<file path="src/rtl/fetch_pkg.sv">
// Shared types and constants for the instruction fetch controller.
package fetch_pkg;

   localparam int INSTR_W = 32;
   localparam logic [31:0] PC_STEP = 32'd4;
   localparam logic [INSTR_W-1:0] NOP = 32'h0000_0013;

   typedef logic [1:0] fetch_state_t;
   localparam fetch_state_t S_IDLE = 2'd0;
   localparam fetch_state_t S_RUN  = 2'd1;
   localparam fetch_state_t S_HALT = 2'd2;

   function automatic logic [31:0] word_of(input logic [31:0] pc);
      return pc >> 2;
   endfunction

endpackage

</file>
<file path="src/rtl/fetch_if.sv">
// Memory, decode and redirect signals between fetch_controller and its neighbours.
interface fetch_if
   import fetch_pkg::*;
#(
   parameter int ADDR_W = 32
);

   logic [ADDR_W-1:0]  imem_addr;
   logic [INSTR_W-1:0] imem_instr;
   logic               if_valid;
   logic               if_ready;
   logic [31:0]        if_pc;
   logic [INSTR_W-1:0] if_instr;
   logic               redirect_valid;
   logic [31:0]        redirect_pc;

   modport master (
      output imem_addr,
      input  imem_instr,
      output if_valid,
      input  if_ready,
      output if_pc,
      output if_instr,
      input  redirect_valid,
      input  redirect_pc
   );

   modport slave (
      input  imem_addr,
      output imem_instr,
      input  if_valid,
      output if_ready,
      input  if_pc,
      input  if_instr,
      output redirect_valid,
      output redirect_pc
   );

endinterface

</file>
<file path="src/rtl/fetch_perf_counters.sv">
// Saturating counters for accepted instructions and decode stall cycles.
module fetch_perf_counters (
   input  logic        clock,
   input  logic        reset,
   input  logic        count_fetch,
   input  logic        count_stall,
   output logic [31:0] perf_fetched,
   output logic [31:0] perf_stalls
);

   always_ff @(posedge clock) begin
      if (reset) begin
         perf_fetched <= '0;
         perf_stalls  <= '0;
      end else begin
         if (count_fetch && (perf_fetched != '1)) perf_fetched <= perf_fetched + 32'd1;
         if (count_stall && (perf_stalls != '1))  perf_stalls  <= perf_stalls + 32'd1;
      end
   end

endmodule

</file>
<file path="src/rtl/fetch_controller.sv">
// Fetch sequencer for a synchronous-read instruction memory with valid/ready output.
// Optional build macro FETCH_PERF_EN adds the perf_fetched/perf_stalls counters.
module fetch_controller
   import fetch_pkg::*;
#(
   parameter logic [31:0] RESET_PC   = 32'h0,
   parameter int          IMEM_DEPTH = 11,
   parameter int          ADDR_W     = 32
) (
   input  logic   clock,
   input  logic   reset,
   input  logic   start,
   fetch_if.master bus,
   output logic   busy,
   output logic   halted
`ifdef FETCH_PERF_EN
   ,
   output logic [31:0] perf_fetched,
   output logic [31:0] perf_stalls
`endif
);

   localparam logic [31:0] DEPTH_W = 32'(IMEM_DEPTH);

   fetch_state_t state, state_nxt;
   logic [31:0]  issue_pc, issue_pc_nxt;
   logic [31:0]  pc_q, pc_nxt;
   logic         valid_q, valid_nxt;
   logic [31:0]  fetch_pc;
   logic [31:0]  redirect_target;

   function automatic logic in_range(input logic [31:0] pc);
      return word_of(pc) < DEPTH_W;
   endfunction

   // Redirect outranks a stall; a stall re-presents the held word so memory output stays put.
   always_comb begin
      state_nxt       = state;
      issue_pc_nxt    = issue_pc;
      pc_nxt          = pc_q;
      valid_nxt       = 1'b0;
      fetch_pc        = issue_pc;
      redirect_target = bus.redirect_pc & ~32'h3;
      case (state)
         S_IDLE: begin
            if (start) state_nxt = S_RUN;
         end
         S_RUN: begin
            if (bus.redirect_valid) begin
               fetch_pc = redirect_target;
               if (in_range(redirect_target)) begin
                  valid_nxt    = 1'b1;
                  pc_nxt       = redirect_target;
                  issue_pc_nxt = redirect_target + PC_STEP;
               end else begin
                  state_nxt = S_HALT;
               end
            end else if (valid_q && !bus.if_ready) begin
               fetch_pc  = pc_q;
               valid_nxt = 1'b1;
            end else if (in_range(issue_pc)) begin
               valid_nxt    = 1'b1;
               pc_nxt       = issue_pc;
               issue_pc_nxt = issue_pc + PC_STEP;
            end else begin
               state_nxt = S_HALT;
            end
         end
         default: ;
      endcase
   end

   always_ff @(posedge clock) begin
      if (reset) begin
         state    <= S_IDLE;
         issue_pc <= RESET_PC;
         pc_q     <= '0;
         valid_q  <= 1'b0;
      end else begin
         state    <= state_nxt;
         issue_pc <= issue_pc_nxt;
         pc_q     <= pc_nxt;
         valid_q  <= valid_nxt;
      end
   end

   assign bus.imem_addr = ADDR_W'(word_of(fetch_pc));
   assign bus.if_valid  = valid_q;
   assign bus.if_pc     = pc_q;
   assign bus.if_instr  = bus.imem_instr;
   assign busy          = (state == S_RUN);
   assign halted        = (state == S_HALT);

`ifdef FETCH_PERF_EN
   logic count_fetch, count_stall;

   // A word shown during a redirect is squashed, so it does not count as fetched.
   assign count_fetch = (state == S_RUN) && valid_q && bus.if_ready && !bus.redirect_valid;
   assign count_stall = (state == S_RUN) && valid_q && !bus.if_ready;

   fetch_perf_counters u_perf (
      .clock        (clock),
      .reset        (reset),
      .count_fetch  (count_fetch),
      .count_stall  (count_stall),
      .perf_fetched (perf_fetched),
      .perf_stalls  (perf_stalls)
   );
`endif

endmodule

</file>
<file path="src/flat_wrapper.sv">
// flat-port wrapper written by rule: the top's interface ports become plain ports
module fetch_controller_flat import fetch_pkg::*;
#(
   parameter logic [31:0] RESET_PC   = 32'h0,
   parameter int          IMEM_DEPTH = 11,
   parameter int          ADDR_W     = 32
)
  (clock, reset, start, busy, halted, bus_imem_addr, bus_imem_instr, bus_if_valid, bus_if_ready, bus_if_pc, bus_if_instr, bus_redirect_valid, bus_redirect_pc);
  fetch_if #(.ADDR_W(ADDR_W)) bus_i ();
  input  logic clock;
  input  logic reset;
  input  logic start;
  output logic busy;
  output logic halted;
  output wire logic [$bits(bus_i.imem_addr)-1:0] bus_imem_addr;
  input wire logic [$bits(bus_i.imem_instr)-1:0] bus_imem_instr;
  output wire logic [$bits(bus_i.if_valid)-1:0] bus_if_valid;
  input wire logic [$bits(bus_i.if_ready)-1:0] bus_if_ready;
  output wire logic [$bits(bus_i.if_pc)-1:0] bus_if_pc;
  output wire logic [$bits(bus_i.if_instr)-1:0] bus_if_instr;
  input wire logic [$bits(bus_i.redirect_valid)-1:0] bus_redirect_valid;
  input wire logic [$bits(bus_i.redirect_pc)-1:0] bus_redirect_pc;
  assign bus_imem_addr = bus_i.imem_addr;
  assign bus_i.imem_instr = bus_imem_instr;
  assign bus_if_valid = bus_i.if_valid;
  assign bus_i.if_ready = bus_if_ready;
  assign bus_if_pc = bus_i.if_pc;
  assign bus_if_instr = bus_i.if_instr;
  assign bus_i.redirect_valid = bus_redirect_valid;
  assign bus_i.redirect_pc = bus_redirect_pc;
  fetch_controller #(.RESET_PC(RESET_PC), .IMEM_DEPTH(IMEM_DEPTH), .ADDR_W(ADDR_W)) u_core (.clock(clock), .reset(reset), .start(start), .bus(bus_i), .busy(busy), .halted(halted));
endmodule
</file>
<file path="config.mk">
export PLATFORM = sky130hd
export DESIGN_NAME = fetch_controller_flat
export DESIGN_NICKNAME = d
export VERILOG_FILES = /design/src/rtl/fetch_pkg.sv /design/src/rtl/fetch_if.sv /design/src/rtl/fetch_perf_counters.sv /design/src/rtl/fetch_controller.sv /design/src/flat_wrapper.sv
export SDC_FILE = /design/constraint.sdc
export NUM_CORES = 1
export LEC_CHECK = 0
export CAP_MARGIN = 20
export CORE_MARGIN = 4
export CORE_UTILIZATION = 30
export DETAILED_ROUTE_END_ITERATION = 6
export PLACE_DENSITY = 0.67
export REMOVE_ABC_BUFFERS = 1
export SYNTH_ARGS = -nofsm -noshare
export SYNTH_HDL_FRONTEND = slang
export SYNTH_HIERARCHICAL = 1
export SYNTH_SLANG_ARGS = --single-unit
</file>
<file path="constraint.sdc">
create_clock -name clock -period 2.6 [get_ports clock]
set_clock_uncertainty 0.15 [all_clocks]
set_input_delay 0.52 -clock clock [delete_from_list [all_inputs] [get_ports clock]]
set_output_delay 0.52 -clock clock [all_outputs]
set_load 0.03 [all_outputs]
</file>
=== After elaboration in Yosys (flattened, before gate mapping) ===
Index checks and enable logic that the tools add are counted.

* Output and inout bits: 99
* Bits in registers: 67

* Magnitude comparators: 2
* Eq/ne operators: 8
* Add/sub/neg operators: 2
* Bitwise operators: 1
* Muxes and demuxes: 21
* Reduce and logical (&&, ||, !) cells: 8

{| class="wikitable"
|+ Operators by type and width
! cell !! count
|-
| two-way mux 32 bit || 11
|-
| adder 32 x 3 -> 32 bit, second input constant || 2
|-
| < comparator 30 x 4 -> 1 bit, second input constant || 2
|-
| two-way mux 2 bit || 5
|-
| inequality test 3 bit, second input constant || 3
|-
| AND reduction 5 bit || 1
|-
| two-way mux 1 bit || 4
|-
| inequality test 2 bit, second input constant || 2
|-
| case mux 2 bit (2 select lines) || 1
|-
| AND reduction 4 bit || 1
|-
| nonzero test 2 bit || 2
|-
| == test 2 x 1 -> 1 bit, second input constant || 1
|-
| == test 2 bit, second input constant || 1
|-
| zero test 2 bit || 1
|-
| inequality test 2 x 1 -> 1 bit, second input constant || 1
|-
| OR reduction 2 bit || 1
|-
| logical AND 1 bit || 1
|-
| zero test 1 bit || 1
|-
| NOT 1 bit || 1
|}

=== Depth between registers and ports, before layout ===
Gate-level depths: netlist of the first run.

* Depth after elaboration: 5
* Gate-level depth with buffers: 7
* Mapped depth without buffers: 6

=== Worst setup path after synthesis of the first run ===
No wires, ideal clock.

* Path kind: input-to-output
* From: input bus_redirect_valid
* To: output bus_imem_addr[0]
* Arrival time: 1.920 ns
* Cell stages on the path: 6
* Required time: 1.930 ns
* Setup slack: 0.010 ns
* Cell sequence: buf_4 -> clkinv_1 -> a21boi_0 -> clkbuf_1 -> nor2_1 -> a21oi_1

* Longest elaborated chain between the ends: 2

{| class="wikitable"
|+ RTL lines
! what !! RTL line !! text
|-
| start: declaration || flat_wrapper.sv:21 || <nowiki>input wire logic [$bits(bus_i.redirect_valid)-1:0] bus_redirect_valid;</nowiki>
|-
| two-way mux 32 bit || fetch_controller.sv:49 || <nowiki>if (bus.redirect_valid) begin</nowiki>
|-
| two-way mux 32 bit || fetch_controller.sv:44 || <nowiki>case (state)</nowiki>
|-
| end: declaration || flat_wrapper.sv:15 || <nowiki>output wire logic [$bits(bus_i.imem_addr)-1:0] bus_imem_addr;</nowiki>
|}

No other way between the ends.

=== Final worst setup path of the first run ===
* From: input bus_redirect_pc[11]
* To: register u_core.pc_q[2] (netlist: u_core/bus.if_pc[2])

* Longest elaborated chain between the ends: 3

{| class="wikitable"
|+ RTL lines
! what !! RTL line !! text
|-
| start: declaration || flat_wrapper.sv:22 || <nowiki>input wire logic [$bits(bus_i.redirect_pc)-1:0] bus_redirect_pc;</nowiki>
|-
| < comparator 30 x 4 -> 1 bit || fetch_controller.sv:33 || <nowiki>return word_of(pc) < DEPTH_W;</nowiki>
|-
| inequality test 2 x 1 -> 1 bit (no line) || -- ||
|-
| AND reduction 4 bit (no line) || -- ||
|-
| end signal: assignment || fetch_controller.sv:82 || <nowiki>pc_q <= pc_nxt;</nowiki>
|-
| end: declaration || fetch_controller.sv:27 || <nowiki>logic [31:0] pc_q, pc_nxt;</nowiki>
|}

No other way between the ends.
A chain may end at the register's enable or synchronous reset.

==> run metrics, run 1 <==
status=completed; maxcap violations=0; synth warn=6; Post-Syn Area=3090 um2; largest net degree at the start of global routing=41; drt initial violations=136; Logic pwr share=between 10% and 20%; total grt overflow=0; critical hold path startpoint=u_core/issue_pc[22]; Psw=663 uW; Mapped Avg Cell Area=8.88 um2; Fin. Hold Viols=0; die extent in x=109 um; Startpoint Class=input port; drt first pass iters=4; VDD IR max=304 uV; R2R Setup Slk=roughly 0.46 ns; CP peak stage delay=about 0.50 ns; core box area=9910 um2; reg2reg start=u_core/bus.if_valid; # hold bufs at CTS=0; ratio of cells with drive above 1 in the final layout=28.8%; Via Count=2868; drt drc=0; vias in the first global route=roughly 2800; slowest library cell on the worst path=or4_4; FFs w/ async S/R, synth=0%; Worst Path Required=2.68 ns; reg2reg path depth=7; fin crit share=a little over nine tenths; vias per std cell=5.02; cell chain of the critical path=clkdlybuf4s50_1, nor4_1, buf_4, nand3_1, or4_4, a21o_1, o211a_1; power share of the clock group=between 40% and 50%; CTS max path bufs=2; CP arrival=2.60 ns; internal power=roughly 1.8 mW; CTS HTree Levels=3; # IOs=168; crit end category=flop; power per cell area=542 nW/um2; Distinct cells, synth=46; Num Clock Sinks=63; post-route ant nets=0; Worst R2R End=u_core/issue_pc[4]; Static Leak=around 1.8 nW; clk_lat worst skew=about 0.34 ns; worst hold stages=1; Die ar.=12000 um2; EDFF count, synth=0; Die H=109 um; critical path fanouts, max=6; Slew Viols, Final=0; critical path type=input port to flop; Reg clk slew, reported paths=0.07 ns; ant diodes=0; Mapped Cells=348; Port Buf Inserts=97; GPL Wtd Cong=0.824; flops & latches, synth=between 60 and 70; wire length per cell=18.8 um; min Tclk post-route=2.52 ns; Achievable Freq=around 0.4 GHz; total power=about 2.5 mW; Sw Ratio=26.8%; Initial Util=31.2%; register area share after synthesis=40.8%; Area Overhead vs Synth=47.4%; Detailed Place HPWL=between 7000 and 8000 um; hold crit path type=flop to flop; CTS tree=done; first-pass GRT wire length=approximately 15000 um; smallest hold slack=~0.34 ns; CTS Buf Count=9; NumNets Final=503; Main synth FF type=dfxtp_1; clk root buf=clkbuf_8; Routed Wire Length=10700 um; All-Layer GR Usage=between 15 and 20%; number of setup violations in the final report=0; sequential share of power=39.8%; WHS Endpoint=u_core/issue_pc[22]; initial antenna violation count=0; Rows=36
-- cell type report --
| type | count | area (um2) |
|---|---|---|
| timing repair buffer | 130 | 1250 |
| inverter | 3 | 11.3 |
| clock inverter | 7 | 121 |
| sequential | 63 | 1260 |
| fill | 961 | 5350 |
| multi-input combinational | 226 | 1620 |
| clock buffer | 9 | 124 |
| tap | 133 | 166 |
-- power groups by stage --
| stage | sequential (mW) | clock, mW | combinational, mW |
|---|---|---|---|
| floorplan | 1.01 | 0 | 0.196 |
| global placement | 1.00 | 0 | 0.404 |
| detailed placement | 1.01 | 0 | 0.408 |
| CTS | 0.983 | 1.07 | 0.412 |
| global route | 0.985 | 1.12 | 0.473 |
| finish | 0.984 | 1.04 | 0.447 |
-- cells by family (layout without fill, tap and decap cells) --
kind of cell / Yosys count / in the layout / synth area share, %
AND/OR/NAND/NOR: 134 / 134 / 28.6
AO/OA/AOI/OAI: 84 / 84 / 16.1
flip-flops: 63 / 63 / 40.8
buffers and inverters: 62 / 149 / 12.9
multiplexers: 3 / 3 / 1.09
adder cells (fa/ha/maj): 1 / 1 / 0.405
other: 1 / 4 / 0.121
-- metrics by stage --
stage          cell area (um2)  setup TNS [ns]  worst slack [ns]  instances  util, %
2_1_floorplan             2720         -115.41             -2.33        292        -
3_3_place_gp              4020          -16.62            -0.313        549     40.5
3_5_place_dp              4020          -19.53            -0.318        549     40.5
4_1_cts                   4290         -0.0382           -0.0127        566     43.3
5_1_grt                   4560        -0.00235          -0.00235        571     46.0
6_report                  4560               0            0.0844        571     46.0
-- flip-flops by register name (all words and copies together), names as in the netlist --
signal / count
u_core/bus.if_valid: 1
u_core/issue_pc: 30
u_core/bus.if_pc: 30
u_core/state: 2
-- per-layer routing --
layer	global-route usage (%)	up-vias	wire, um	share of wire [%]
li1	-	1355	-	-
met1	22.3	1355	4580	43
met2	23.3	146	4780	45
met3	9.51	12	1230	12
met4	4.45	0	121	1.1
met5	0.893	-	0	0
-- layout by cell type, fill, tap and decap left out, types with 8 or more instances in the layout --
cell type,instances
and2_1,52
clkbuf_8,9
nand3_1,8
a21oi_1,32
o22ai_1,14
buf_4,48
dfxtp_1,63
o22ai_2,15
clkdlybuf4s50_1,65
nor2_1,32
-- synthesized netlist by cell type (6+ instances only) --
cell,number,area (um2)
dfxtp_1,63,1260
nor4_4,6,128
clkbuf_1,18,67.6
nand3_1,8,40.0
and2_1,52,325
o22ai_1,32,200
nor2_1,32,120
nor3_1,6,30.0
buf_4,37,278
a21oi_1,36,180
-- what timing repair did --
action | CTS | global route
gates cloned | 0 | 3
setup endpoints to repair | 30 | 30
hold endpoints to repair | 0 | 0
pin swaps | 0 | 10
gates resized for setup | 7 | 40
buffers inserted | 1 | 2
-- worst max-delay path by stage --
stage,start,to,slack [ns]
detailed placement,bus_redirect_valid,bus_imem_addr[0],-0.32
floorplan,u_core/state[0],bus_imem_addr[0],-2.33
finish,bus_redirect_pc[11],u_core/bus.if_pc[2],0.08
global route,u_core/state[0],bus_imem_addr[22],-0.002
global placement,bus_redirect_valid,bus_imem_addr[0],-0.31
CTS,bus_if_ready,bus_imem_addr[5],-0.01
-- worst max-delay path, delay by kind of cell --
family,cells,cell delay (ns)
simple gates,3,1.09
buf+inv,2,0.65
compound gates,2,0.35
Power figures use the tool's default switching activity.
==> run 2, diff against run 1 <==
==> constraint.sdc (replaced) <==
create_clock -name clock -period 2.6 [get_ports clock]
set_clock_uncertainty 0.15 [all_clocks]
set_input_delay 0.52 -clock clock [delete_from_list [all_inputs] [get_ports clock]]
set_output_delay 0.52 -clock clock [all_outputs]
set_load 0.05 [all_outputs]
==> run 2 against run 1 <==
Effect of this change: sequential cell count unchanged; critical path depth is 1 lower; register-to-register slack worse by 0.04 ns; setup slack improved by 0.0084 ns; die area is the same; cell count shrank 0.53%; critical path type is now flop to primary output; largest power group unchanged.
==> run metrics, run 2 (synthesis results as in run 1) <==
min Tclk post-route=2.51 ns (-0.00838 ns); Initial Util=31.2% (unchanged); Fin. Hold Viols=0 (unchanged); Die H=109 um (unchanged); # IOs=168 (unchanged); drt initial violations=75 (-45%); post-route ant nets=0 (unchanged); Reg clk slew, reported paths=0.06 ns (about the same); largest net degree at the start of global routing=41 (unchanged); # hold bufs at CTS=0 (unchanged); Static Leak=1.89 nW (+4.4%); vias in the first global route=3005 (+6.3%); CTS Buf Count=9 (unchanged); Rows=36 (unchanged); Worst Path Required=1.93 ns (-0.75 ns); drt drc=0 (unchanged); final worst setup slack=0.0927 ns (+0.00838 ns); worst hold stages=1 (unchanged); Routed Wire Length=10700 um (+0.18%); multi-input logic area=1760 um2 (+8.6%); clk_lat worst skew=0.34 ns (about the same); total grt overflow=0 (unchanged); VDD IR max=301 uV (-0.90%); number of setup violations in the final report=0 (unchanged); die extent in x=109 um (unchanged); CTS max path bufs=2 (unchanged); fin crit share=96.4% (-0.32 points); slowest library cell on the worst path=dfxtp_1; Worst Tran Pin Value=roughly 0.53 ns; ratio of cells with drive above 1 in the final layout=36.8% (+8.0 points); Num Clock Sinks=63 (unchanged); Startpoint Class=flop; NumNets Final=501 (-0.40%); drt first pass iters=5 (+1); GPL Wtd Cong=0.826 (+0.30%); CP most frequent cell=buf_12; ant diodes=0 (unchanged); hold crit path type=flop to flop; CP peak stage delay=0.38 ns (-0.12 ns); # fillers=901 (-6.2%); Slew Viols, Final=0 (unchanged); Setup WS pre-CTS=-0.273 ns (+0.0443 ns); Achievable Freq=0.399 GHz (+0.33%); most common cell after layout, fill and taps aside=clkdlybuf4s50_1; reg2reg path depth=6 (-1); Via Count=2899 (+1.1%); first-pass GRT wire length=16200 um (+7.0%); status=completed; CP arrival=1.84 ns (-0.76 ns); All-Layer GR Usage=18.0% (+1.1 points); CTS HTree Levels=3 (unchanged); Layout Cells excl Fill=568 (-0.53%); Die ar.=12000 um2 (unchanged); CTS tree=done; placed cell count=550 (+0.18%); most frequent cells in the layout=clkdlybuf4s50_1, dfxtp_1, and2_1; Register Area=1260 um2 (unchanged); critical path type=flop to primary output; clk root buf=clkbuf_8; Port Buf Inserts=97 (unchanged); Detailed Place HPWL=7650 um (+1.2%); core box area=9910 um2 (unchanged); crit end category=primary output; Setup TNS Final=0 ns (unchanged); power per cell area=517 nW/um2 (-4.7%); critical path fanouts, max=13 (+7); wire length per cell=18.9 um (+0.71%); Max-Slew Margin vs Limit=~65%; total power=2.59 mW (+5.0%); cell chain of the critical path=nor2b_4, a21boi_4, buf_12, nor2_1, a21oi_2, buf_12; initial antenna violation count=0 (unchanged); vias per std cell=5.10 (+1.6%); maxcap violations=0 (unchanged); Area Overhead vs Synth=62.4%; Final Util=50.7% (+4.7 points)
==> run 2: worst paths after layout <==
check / startpoint / endpoint / slack, ns
setup reg to reg: u_core/state[0] / u_core/bus.if_pc[2] / 0.42
hold / removal: u_core/issue_pc[21] / u_core/issue_pc[21] / 0.34
setup / recovery: u_core/state[0] / bus_imem_addr[10] / 0.09
hold reg to reg: u_core/issue_pc[21] / u_core/issue_pc[21] / 0.34
==> run 2: area by class of cell <==
type	count	share of cell area, %
clock buffer	12	3.29
clock inverter	3	1.30
inverter	3	0.224
multi-input combinational	226	35.0
sequential	63	25.1
tap	133	3.32
timing repair buffer	128	31.7
==> run 2: metal layers <==
metal | GRT usage, % | part of all wire (%) | vias to the layer above
met5 | 2.68 | 0 | -
li1 | - | - | 1346
met2 | 26.1 | 45 | 150
met3 | 9.16 | 11 | 6
met4 | 3.83 | 0.52 | 0
met1 | 23.6 | 44 | 1397
==> run 2: critical path: cells and delay by family (launching register included) <==
family | cells | cell delay, ns
buffers and inverters | 2 | 0.36
DFF | 1 | 0.38
and+or+nand+nor | 2 | 0.24
AOI/OAI and AO/OA | 2 | 0.52
==> run 2: through the flow <==
step                      hold WS [ns]  area, um2
final                            0.342       5020
after global routing             0.361       5020
after CTS                        0.341       4950
after global placement           0.318       4410
after floorplan                  0.304       2720
after detailed placement         0.323       4410
==> run 2: timing repair <==
action,4_1_cts,5_1_grt
pin swaps,1,1
endpoints found under the setup margin,30,30
buffers inserted,2,1
gates cloned,1,1
resized for setup,59,21
==> run 2: power breakdown <==
part,switching (mW),total [mW],internal [mW],leakage [nW]
registers,0.0103,0.984,0.973,0.508
clock network,0.373,0.985,0.612,0.118
logic,0.344,0.624,0.280,1.26
==> run 3, diff against run 2 <==
--- a/config.mk
+++ b/config.mk
@@ -9,9 +9,11 @@
 export CORE_MARGIN = 4
 export CORE_UTILIZATION = 30
 export DETAILED_ROUTE_END_ITERATION = 6
-export PLACE_DENSITY = 0.67
+export DONT_BUFFER_PORTS = 1
+export PLACE_DENSITY = 0.46
 export REMOVE_ABC_BUFFERS = 1
 export SYNTH_ARGS = -nofsm -noshare
 export SYNTH_HDL_FRONTEND = slang
 export SYNTH_HIERARCHICAL = 1
 export SYNTH_SLANG_ARGS = --single-unit
+export TNS_END_PERCENT = 100
==> run 3 against run 2 <==
Effect of this change: fmax rose by 1.4%; sequential cell count unchanged; total power down 14%.
==> run metrics, run 3 (synthesis results as in run 1) <==
core box area=9910 um2 (unchanged); critical path type=flop to primary output; final worst setup slack=0.128 ns (+0.0355 ns); Detailed Place HPWL=7270 um (-5.0%); CP arrival=1.80 ns (-0.04 ns); CTS HTree Levels=3 (unchanged); CTS Buf Count=9 (unchanged); vias per std cell=5.06 (-0.94%); cell chain of the critical path=or3b_1, buf_4, o22ai_1, a21oi_2, buf_4; R2R Setup Slk=0.38 ns (-0.04 ns); Port Buf Inserts=0 (-100%); number of setup violations in the final report=0 (unchanged); buffers plus inverters on the worst setup path=2 (unchanged); Die ar.=12000 um2 (unchanged); largest net degree at the start of global routing=53 (+29%); reg2reg path depth=5 (-1); CTS max path bufs=2 (unchanged); drt first pass iters=4 (-1); drt initial violations=130 (+73%); RSZ-0062 raised after global routing=true; post-route ant nets=0 (unchanged); reg2reg start=u_core/issue_pc[12]; Rows=36 (unchanged); Num Clock Sinks=63 (unchanged); most frequent cells in the layout=buf_4, dfxtp_1, and2_1; Die H=109 um (unchanged); total power=2.23 mW (-14%); crit end category=primary output; hold crit path type=input port to flop; maxcap violations=0 (unchanged); clk_lat worst skew=0.34 ns (about the same); power per cell area=603 nW/um2 (+17%); GPL Wtd Cong=0.802 (-2.9%); slowest library cell on the worst path=or3b_1; Post-DP Area=3470 um2 (-21%); critical path fanouts, max=15 (+2); # hold bufs at CTS=0 (unchanged); most common cell after layout, fill and taps aside=buf_4; Worst R2R End=u_core/bus.if_pc[2]; initial antenna violation count=0 (unchanged); CP most frequent cell=buf_4; VDD IR max=255 uV (-15%); Area Overhead vs Synth=19.8%; fin crit share=95.1% (-1.4 points); clk root buf=clkbuf_8; WHS Endpoint=u_core/issue_pc[2]; total grt overflow=0 (unchanged); Reg clk slew, reported paths=0.08 ns (+0.02 ns); critical hold path startpoint=reset; # IOs=168 (unchanged); worst hold stages=1 (unchanged); wire length per cell=19.2 um (+1.4%); Via Count=2614 (-9.8%); Startpoint Class=flop; Fin. Hold Viols=0 (unchanged); Initial Util=31.2% (unchanged); Final Cell Area=3700 um2 (-26%); CTS tree=done; Top Family by Delay on Critical Path=buffers and inverters; Routed Wire Length=9910 um (-7.7%); min Tclk post-route=2.47 ns (-0.0355 ns); die extent in x=109 um (unchanged); Static Leak=1.55 nW (-18%); Achievable Freq=0.405 GHz (+1.4%); ant diodes=0 (unchanged); status=completed; All-Layer GR Usage=16.5% (-1.5 points); NumNets Final=449 (-10%); ratio of cells with drive above 1 in the final layout=29.7% (-7.1 points); drt drc=0 (unchanged); Slew Viols, Final=0 (unchanged); CP peak stage delay=0.43 ns (+0.05 ns); Worst Path Required=1.93 ns (about the same); Setup WS pre-CTS=0.227 ns (+0.501 ns); vias in the first global route=2697 (-10%); first-pass GRT wire length=14700 um (-9.5%)
==> run 3: cell count changes in the layout (fill, tap and decap cells not counted), sizes merged <==
cell | previous run | this run
buf | 60 | 76
bufinv | 2 | 1
clkbuf | 15 | 11
clkdlybuf4s50 | 64 | 0
clkinv | 1 | 2
clkinvlp | 0 | 3
dlymetal6s2s | 1 | 0
inv | 3 | 2
==> run 3: worst max-delay path by stage <==
stage	cells after the start	endpoint	slack, ns	startpoint
after floorplan	4	bus_imem_addr[0]	-2.87	u_core/state[0]
after CTS	7	bus_imem_addr[16]	0.05	u_core/bus.if_valid
after detailed placement	6	u_core/bus.if_pc[2]	0.23	bus_redirect_valid
final	5	bus_imem_addr[18]	0.13	u_core/bus.if_valid
after global placement	6	u_core/bus.if_pc[2]	0.26	bus_redirect_valid
after global routing	7	bus_imem_addr[4]	0.004	u_core/bus.if_valid
==> run 3: repair_timing <==
item	CTS	global route
buffers inserted	0	1
resized for setup	0	7
setup endpoints to repair	0	13
==> run 3: area by class of cell <==
class                   count  area (um2)
clock buffers              11         141
clock inverters             5        57.6
fillers                  1044        6210
inverters                   3        11.3
multi-input cells         226        1470
flip-flops and latches     63        1260
well taps                 133         166
repair buffers             76         594
==> run 3: through the flow <==
step / hold slack [ns] / utilization (%) / TNS (ns) / instances
after floorplan: 0.304 / - / -149.28 / 292
after global placement: 0.320 / 35.0 / 0 / 499
after detailed placement: 0.323 / 35.0 / 0 / 499
after CTS: 0.0584 / 37.0 / 0 / 515
after global routing: 0.0597 / 37.4 / 0 / 517
final: 0.0824 / 37.4 / 0 / 517
==> run 3: report_power, final <==
part / total [mW] / switching [mW] / internal (mW)
Clock: 0.868 / 0.401 / 0.467
Combinational: 0.383 / 0.264 / 0.118
Sequential: 0.981 / 0.00800 / 0.973
Total: 2.23 / 0.673 / 1.56
==> run 3: per-layer routing <==
| metal | GRT usage [%] | wire, um |
|---|---|---|
| met1 | 20.7 | 4310 |
| met2 | 23.5 | 4130 |
| met3 | 10.8 | 1390 |
| met4 | 3.65 | 77 |
| met5 | 0 | 0 |
